[src/rtl/fifo_pntrs_and_flags_sc.sv]
// ---------------------------------------------------------------------------
// fifo_pntrs_and_flags_sc
// Single-clock FIFO with registered pointers, word count and status flags.
//
// Configuration macro:
//   FIFO_SHOWAHEAD_EN : when defined, q_o always presents the head word while
//                       the FIFO is non-empty (show-ahead mode). When
//                       undefined, q_o updates to the popped word one cycle
//                       after an accepted read and holds otherwise.
//
// Ports:
//   clk_i          in   1        clock, rising edge
//   srst_i         in   1        synchronous active-high reset
//   data_i         in   DWIDTH   write data
//   wrreq_i        in   1        write request
//   rdreq_i        in   1        read request
//   q_o            out  DWIDTH   read data
//   empty_o        out  1        usedw_o == 0
//   full_o         out  1        usedw_o == 2**AWIDTH
//   usedw_o        out  AWIDTH+1 stored word count
//   almost_full_o  out  1        usedw_o >= ALMOST_FULL_VALUE
//   almost_empty_o out  1        usedw_o <  ALMOST_EMPTY_VALUE
//   wr_ovf_o       out  1        pulse: previous-cycle write was rejected
//   rd_unf_o       out  1        pulse: previous-cycle read was rejected
// ---------------------------------------------------------------------------
module fifo_pntrs_and_flags_sc #(
    parameter int DWIDTH             = 8,
    parameter int AWIDTH             = 3,
    parameter int ALMOST_FULL_VALUE  = 6,
    parameter int ALMOST_EMPTY_VALUE = 2
) (
    input  logic              clk_i,
    input  logic              srst_i,
    input  logic [DWIDTH-1:0] data_i,
    input  logic              wrreq_i,
    input  logic              rdreq_i,
    output logic [DWIDTH-1:0] q_o,
    output logic              empty_o,
    output logic              full_o,
    output logic [AWIDTH:0]   usedw_o,
    output logic              almost_full_o,
    output logic              almost_empty_o,
    output logic              wr_ovf_o,
    output logic              rd_unf_o
);

    localparam int              UW      = AWIDTH + 1;
    localparam logic [AWIDTH:0] DEPTH_W = UW'(2 ** AWIDTH);
    localparam logic [AWIDTH:0] AF_W    = UW'(ALMOST_FULL_VALUE);
    localparam logic [AWIDTH:0] AE_W    = UW'(ALMOST_EMPTY_VALUE);

    // Storage is deliberately not reset; the pointers make stale words
    // unreachable after a reset.
    logic [DWIDTH-1:0] mem [0:2**AWIDTH-1];

    logic [AWIDTH-1:0] wr_ptr_q, wr_ptr_d;
    logic [AWIDTH-1:0] rd_ptr_q, rd_ptr_d;
    logic [AWIDTH:0]   usedw_q, usedw_d;
    logic              empty_q, empty_d;
    logic              full_q, full_d;
    logic              af_q, af_d;
    logic              ae_q, ae_d;
    logic              ovf_q, ovf_d;
    logic              unf_q, unf_d;
    logic [DWIDTH-1:0] q_q, q_d;
    logic              wr_acc;
    logic              rd_acc;

    always_comb begin
        // Acceptance looks only at the registered flags, so a full FIFO
        // can still take a read and an empty one can still take a write.
        wr_acc = wrreq_i & ~full_q;
        rd_acc = rdreq_i & ~empty_q;

        // Pointers wrap naturally through their AWIDTH-bit width.
        wr_ptr_d = wr_acc ? wr_ptr_q + 1'b1 : wr_ptr_q;
        rd_ptr_d = rd_acc ? rd_ptr_q + 1'b1 : rd_ptr_q;

        usedw_d = usedw_q;
        case ({wr_acc, rd_acc})
            2'b10:   usedw_d = usedw_q + 1'b1;
            2'b01:   usedw_d = usedw_q - 1'b1;
            default: usedw_d = usedw_q;
        endcase

        // Flags come from the next count so they move together with usedw_o.
        empty_d = (usedw_d == '0);
        full_d  = (usedw_d == DEPTH_W);
        af_d    = (usedw_d >= AF_W);
        ae_d    = (usedw_d <  AE_W);

        ovf_d = wrreq_i & full_q;
        unf_d = rdreq_i & empty_q;

        q_d = q_q;
`ifdef FIFO_SHOWAHEAD_EN
        // Present the word that will be at the head after this edge. When
        // that slot is being written in this same cycle (write into an empty
        // FIFO, or read+write with one word stored) the memory does not hold
        // it yet, so bypass from data_i.
        if (usedw_d != '0) begin
            if (wr_acc && (wr_ptr_q == rd_ptr_d)) begin
                q_d = data_i;
            end else begin
                q_d = mem[rd_ptr_d];
            end
        end
`else
        if (rd_acc) begin
            q_d = mem[rd_ptr_q];
        end
`endif
    end

    always_ff @(posedge clk_i) begin
        if (srst_i) begin
            wr_ptr_q <= '0;
            rd_ptr_q <= '0;
            usedw_q  <= '0;
            empty_q  <= 1'b1;
            full_q   <= 1'b0;
            af_q     <= 1'b0;
            ae_q     <= 1'b1;
            ovf_q    <= 1'b0;
            unf_q    <= 1'b0;
            q_q      <= '0;
        end else begin
            wr_ptr_q <= wr_ptr_d;
            rd_ptr_q <= rd_ptr_d;
            usedw_q  <= usedw_d;
            empty_q  <= empty_d;
            full_q   <= full_d;
            af_q     <= af_d;
            ae_q     <= ae_d;
            ovf_q    <= ovf_d;
            unf_q    <= unf_d;
            q_q      <= q_d;
        end
    end

    always_ff @(posedge clk_i) begin
        if (wr_acc && !srst_i) begin
            mem[wr_ptr_q] <= data_i;
        end
    end

    assign q_o            = q_q;
    assign empty_o        = empty_q;
    assign full_o         = full_q;
    assign usedw_o        = usedw_q;
    assign almost_full_o  = af_q;
    assign almost_empty_o = ae_q;
    assign wr_ovf_o       = ovf_q;
    assign rd_unf_o       = unf_q;

endmodule

[config.mk]
export PLATFORM = sky130hd
export DESIGN_NAME = fifo_pntrs_and_flags_sc
export DESIGN_NICKNAME = d
export VERILOG_FILES = /design/src/rtl/fifo_pntrs_and_flags_sc.sv
export SDC_FILE = /design/constraint.sdc
export NUM_CORES = 1
export LEC_CHECK = 0
export ABC_AREA = 0
export BUFFER_PORTS_ARGS = -buffer_cell sky130_fd_sc_hd__buf_2
export CAP_MARGIN = 20
export CELL_PAD_IN_SITES_DETAIL_PLACEMENT = 1
export CELL_PAD_IN_SITES_GLOBAL_PLACEMENT = 1
export CORE_MARGIN = 2
export CORE_UTILIZATION = 45
export DETAILED_ROUTE_END_ITERATION = 10
export PLACE_DENSITY = 0.72
export SKIP_LAST_GASP = 1
export SYNTH_ARGS = -nofsm -noshare
export SYNTH_HDL_FRONTEND = slang
export SYNTH_SLANG_ARGS = --single-unit
[constraint.sdc]
create_clock -name clk_i -period 1.96 [get_ports clk_i]
set_input_delay 0.196 -clock clk_i [delete_from_list [all_inputs] [get_ports clk_i]]
set_output_delay 0.196 -clock clk_i [all_outputs]
set_load 0.005 [all_outputs]
**Yosys cells after proc, flatten, opt, wreduce, memory -nomap -nowiden**

Memory sizes are Yosys's and may differ from the RTL's. A register that Yosys moved wholly into a read port is not among the register bits.
Cells that the tools add are included.
Widths: inputs -> output; s select.

- Add/subtract/negate cells: 4
- $lt $le $gt $ge: 2
- Eq/ne operators: 3
- Mux-type cells: 3
- Bitwise gates (word level): 6
- Reductions and logical operators: 3

Operators with widths:

| operator | count |
|---|---|
| $pmux 4 s2 | 1 |
| $add 3x1->3 const B | 2 |
| $add 4x1->4 const B | 1 |
| $and 1x1->1 | 4 |
| $eq 4x4->1 const B | 1 |
| $ge 4x3->1 const B | 1 |
| $logic_not 4->1 | 1 |
| $lt 4x2->1 const B | 1 |
| $sub 4x1->4 const B | 1 |
| $eq 2x1->1 const B | 1 |
| $eq 2x2->1 const B | 1 |
| $mux 1 | 2 |
| $not 1->1 | 2 |
| $logic_and 1x1->1 | 1 |
| $logic_not 1->1 | 1 |

- Register bits after elaboration: 16
- RAM bits: 64
- Input port bits: 12
- Output and inout bits: 18
- Word-level logic and storage cells: 31
- Memories: 1

Memory list:

| memory | words | bits a word | read ports | clocked after memory_dff | wr ports | line | source |
|---|---|---|---|---|---|---|---|
| mem | 8 | 8 | 1 | 1 | 1 | 54 | `logic [DWIDTH-1:0] mem [0:2**AWIDTH-1];` |

**Depth between registers and ports, before layout**

- Depth in word-level cells: 5
- Depth in mapped cells: 10
- Depth with buffers taken out: 10

**Least setup slack after synthesis**

OpenSTA, ideal clock, no wires.

- Path type: flip-flop to flip-flop
- Start point: reg empty_q, in the netlist empty_o
- End point: reg ae_q, in the netlist almost_empty_o
- Setup time: 0.116 ns
- Arrival: 1.950 ns
- Required time: 1.844 ns
- Setup slack: -0.105 ns
- Stages on the path, launching flop included: 10
- Path buffers: 2
- Clock period less this slack: 2.065 ns
- Cells stage by stage: dfxtp_1 -> and2b_1 -> buf_2 -> ha_1 -> buf_6 -> and4bb_1 -> a22oi_2 -> mux2i_4 -> xnor2_2 -> a31o_1

- Word-level cells in the longest chain between the ends: 5
- Elaborated cells on any way between the ends: 6
- Those cells by class: order compare: 1; eq/ne: 2; mux: 1; bitwise: 2

Ends and longest elaborated chain:

| what | line | source |
|---|---|---|
| start: declaration | 59 | `logic empty_q, empty_d;` |
| start signal: assignment | 131 | `empty_q <= empty_d;` |
| $not 1->1 (*) | 73 | `rd_acc = rdreq_i & ~empty_q;` |
| $and 1x1->1 (*) | 73 |  |
| $eq 2x1->1 or $eq 2x2->1 (tied branches) | 80 | `case ({wr_acc, rd_acc})` |
| $pmux 4 s2 (*) | 80 |  |
| $lt 4x2->1 (*) | 90 | `ae_d = (usedw_d < AE_W);` |
| end signal: assignment | 123 | `ae_q <= 1'b1;` |
| end signal: assignment | 134 | `ae_q <= ae_d;` |
| end: declaration | 62 | `logic ae_q, ae_d;` |

Every way passes the cells marked *; elsewhere a longest branch is shown, timed or not.
A chain may end at the register's enable or synchronous reset.

**Worst setup path in the final report**

- Start point: reg empty_q, in the netlist empty_o
- End point: reg af_q, in the netlist almost_full_o

- Word-level cells in the longest chain between the ends: 5
- Elaborated cells on any way between the ends: 6
- Those cells by class: order compare: 1; eq/ne: 2; mux: 1; bitwise: 2

Ends and longest elaborated chain:

| what | line | source |
|---|---|---|
| $not 1->1 (*) | 73 |  |
| $and 1x1->1 (*) | 73 |  |
| $eq 2x1->1 or $eq 2x2->1 (tied branches) | 80 |  |
| $pmux 4 s2 (*) | 80 |  |
| $ge 4x3->1 (*) | 89 | `af_d = (usedw_d >= AF_W);` |
| end signal: assignment | 122 | `af_q <= 1'b0;` |
| end signal: assignment | 133 | `af_q <= af_d;` |
| end: declaration | 61 | `logic af_q, af_d;` |

Marked as above.

==> results.cfg <==
[power]
peakVddDrop_mv = 0.558
p_per_area_mw_per_mm2 = 1080
p_int_w = 0.00326
p_switching_w = 0.00125
power_w = 0.00450
power_frac_comb = 0.216
p_seq_frac = 0.494
p_leak_nw = 1.46
p_sw_frac = 0.277
pwr-share-clk = 0.289

[routing]
routedWlPerCell_um = 18.2
vias = 1916
via_per_inst = 5.15
first_iter_violations = 72
postRouteAntennaNets = 0
drt_wl_total_um = 6780
dr.pass1.iters = 4
drc = 0

[logic_synthesis]
synth.avg_cell_area_um2 = 16.5
synthTopCellsByArea = edfxtp_1 (55%), dfxtp_1 (14%), mux4_2 (10%), nor2_1 (2.9%), mux2i_1 (2.9%)
synth_most_common_cell = edfxtp_1
synth_ff_type = edfxtp_1
ys_types = 38
synth_edf_count = 64
synthesis.area_mm2 = 0.00348
ys_top_cells_by_count = edfxtp_1 (64), nor2_1 (27), dfxtp_1 (24)
yosysTopAreaCellShare = 0.552
async_reset_ff_frac = 0
ys_seq_area_frac = 0.689
syn_inst = 211
synth_seq_cells = 88
synth_area_leader_cell = edfxtp_1
synth_warnings = 0
syn_nets = 227

[floorplan]
fp-row-count = 32
start_util = 0.458
fp.dieArea_mm2 = 0.00846
die_w_um = 92.0
ioPinCount = 30
fp.dieH_um = 92.0
core_area_mm2 = 0.00761

[placed_design]
dp_hpwl_um = 4470
pre_cts_ws_ps = -14.6
io_buffers = 29
place_congestion = 0.806
place_area_mm2 = 0.00390

[worst_setup_path]
cp_slowest_cell = dfxtp_2
worst_ep_arrival_time_ps = 2220
startpoint_type = flop
worstPathMaxFanout = 4
path_delay_family = compound AO/OA/AOI/OAI gates
crit_buf_inv = 0
crit_required_ps = 2190
crit_path_end_kind = flop
critPathMaxStageDelay_ps = 340
crit_chain = and2b_2, nand2_2, xnor2_1, ha_1, a21oi_2, a21boi_4, nor3_1, xnor2_1, o22ai_1
critPathMostFrequentCell = xnor2_1
path_class = reg -> reg

[status]
violations = negative setup slack
status = complete, but fails checks

[timing]
max_freq_mhz = 503
rsz0062_at_grt = yes
skew_ps = 9.97
drv_slew = 0
holdWs_ps = 60.0
worst_slew_pin_slew_ps = 698
fin_tns_setup_ps = -56.3
slew-limit-headroom = 0.534
fin_crit_sh = 1.02
hold_viol_final = 0
setup-violations-final = 2
min_period_ps = 1990
setup_slack_ps = -29.6

[min_path]
hp-class = in -> reg

[global_route]
grt_pass1_wl_um = 10400
grt_pass1_vias = 2020
grt_max_degree = 25
grt.overflow.total = 0
antenna_found_initial = 0
groute.usage.overall = 0.169

[finish]
layout.nets = 281
drive_gt1_frac = 0.378
n_antenna_cell = 0
syn2layout_area_growth_pct = 19.3
design_area_mm2 = 0.00416
n_fill_cell = 754

[run]
maxCapViolations = 0

[clock_tree]
clk_path_buf_depth = 2
path_clk_slew_ps = 100
insertion_delay_ps = 350
root_buffer = clkbuf_8
clkSinkCount = 88
cts_buffers = 9
h-tree-depth = 3
cts_tree = built
[power by group through the flow]
stage / combinational, W / clock [W] / sequential, W
after floorplan: 0.000640 / 0 / 0.00226
after global placement: 0.000922 / 0 / 0.00226
after detailed placement: 0.000940 / 0 / 0.00227
after CTS: 0.000963 / 0.00134 / 0.00223
after global routing: 0.00108 / 0.00141 / 0.00224
final: 0.000974 / 0.00130 / 0.00223
[flip-flops by register name (all words and copies together), names as in the netlist]
| register | count |
|---|---|
| almost_empty_o | 1 |
| empty_o | 1 |
| usedw_o | 4 |
| wr_ptr_q | 3 |
| full_o | 1 |
| wr_ovf_o | 1 |
| q_o | 8 |
| almost_full_o | 1 |
| mem | 64 |
| rd_ptr_q | 3 |
| rd_unf_o | 1 |
[area by class of cell]
| class | count | area, µm² | share of cell area |
|---|---|---|---|
| Sequential cell | 88 | 2400 | 0.578 |
| Multi-Input combinational cell | 109 | 1060 | 0.255 |
| Timing Repair Buffer | 54 | 345 | 0.0831 |
| Tap cell | 102 | 128 | 0.0307 |
| Clock buffer | 9 | 124 | 0.0298 |
| Clock inverter | 7 | 83.8 | 0.0202 |
| Inverter | 3 | 11.3 | 0.00271 |
[path summary, 6_finish.rpt]
path              startpoint            end  slack, ps  cells after the start
setup / recovery     empty_o  almost_full_o        -30                      9
hold reg to reg       q_o[6]         q_o[6]        500                      2
setup reg to reg     empty_o  almost_full_o        -30                      9
hold / removal       wrreq_i       wr_ovf_o         60                      3
[kinds of logic (layout without fill, tap and decap cells)]
kind of cell    count (synthesis)  count (layout)  share of synthesized area
compound gates                 17              17                     0.0363
xor+xnor                        9               9                     0.0248
fa+ha+maj                       4               4                     0.0144
buf+inv                        14              73                     0.0215
flops                          88              88                      0.689
mux                            27              27                      0.139
simple gates                   52              52                     0.0750
[repair_timing]
action                     4_1_cts  5_1_grt
resized for setup                4        3
hold buffers                     0        0
setup endpoints to repair        2        5
setup buffers                    0        1
pin swaps                        1        2
[per-stage QoR]
step,std cells,utilization
after floorplan,211,-
after global placement,355,0.513
after detailed placement,355,0.513
after CTS,371,0.542
after global routing,372,0.547
final,372,0.547
[cell usage in the layout, fill, tap and decap left out, drive strengths merged, types with 4 or more instances in the layout]
cell type,Yosys,layout
edfxtp,64,64
buf,6,54
nor2,27,27
dfxtp,24,24
mux4,16,16
mux2i,11,11
nand2,10,10
clkbuf,5,9
a211oi,8,8
inv,3,7
xnor2,5,5
xor2,4,4
ha,4,4
[layer usage]
layer	track usage	wire length [µm]	part of all wire	up-vias
li1	-	-	-	908
met1	0.210	2950	0.43	956
met2	0.286	3460	0.51	41
met3	0.0353	220	0.032	11
met4	0.0746	154	0.023	0
met5	0	0	0	-
[worst reg2reg max path: stages (launching register included)]
cell and delay (ps):
dfxtp_2 340, and2b_2 260, nand2_2 70, xnor2_1 130
ha_1 190, a21oi_2 170, a21boi_4 240, nor3_1 80
xnor2_1 270, o22ai_1 120
Power figures use the tool's default switching activity.
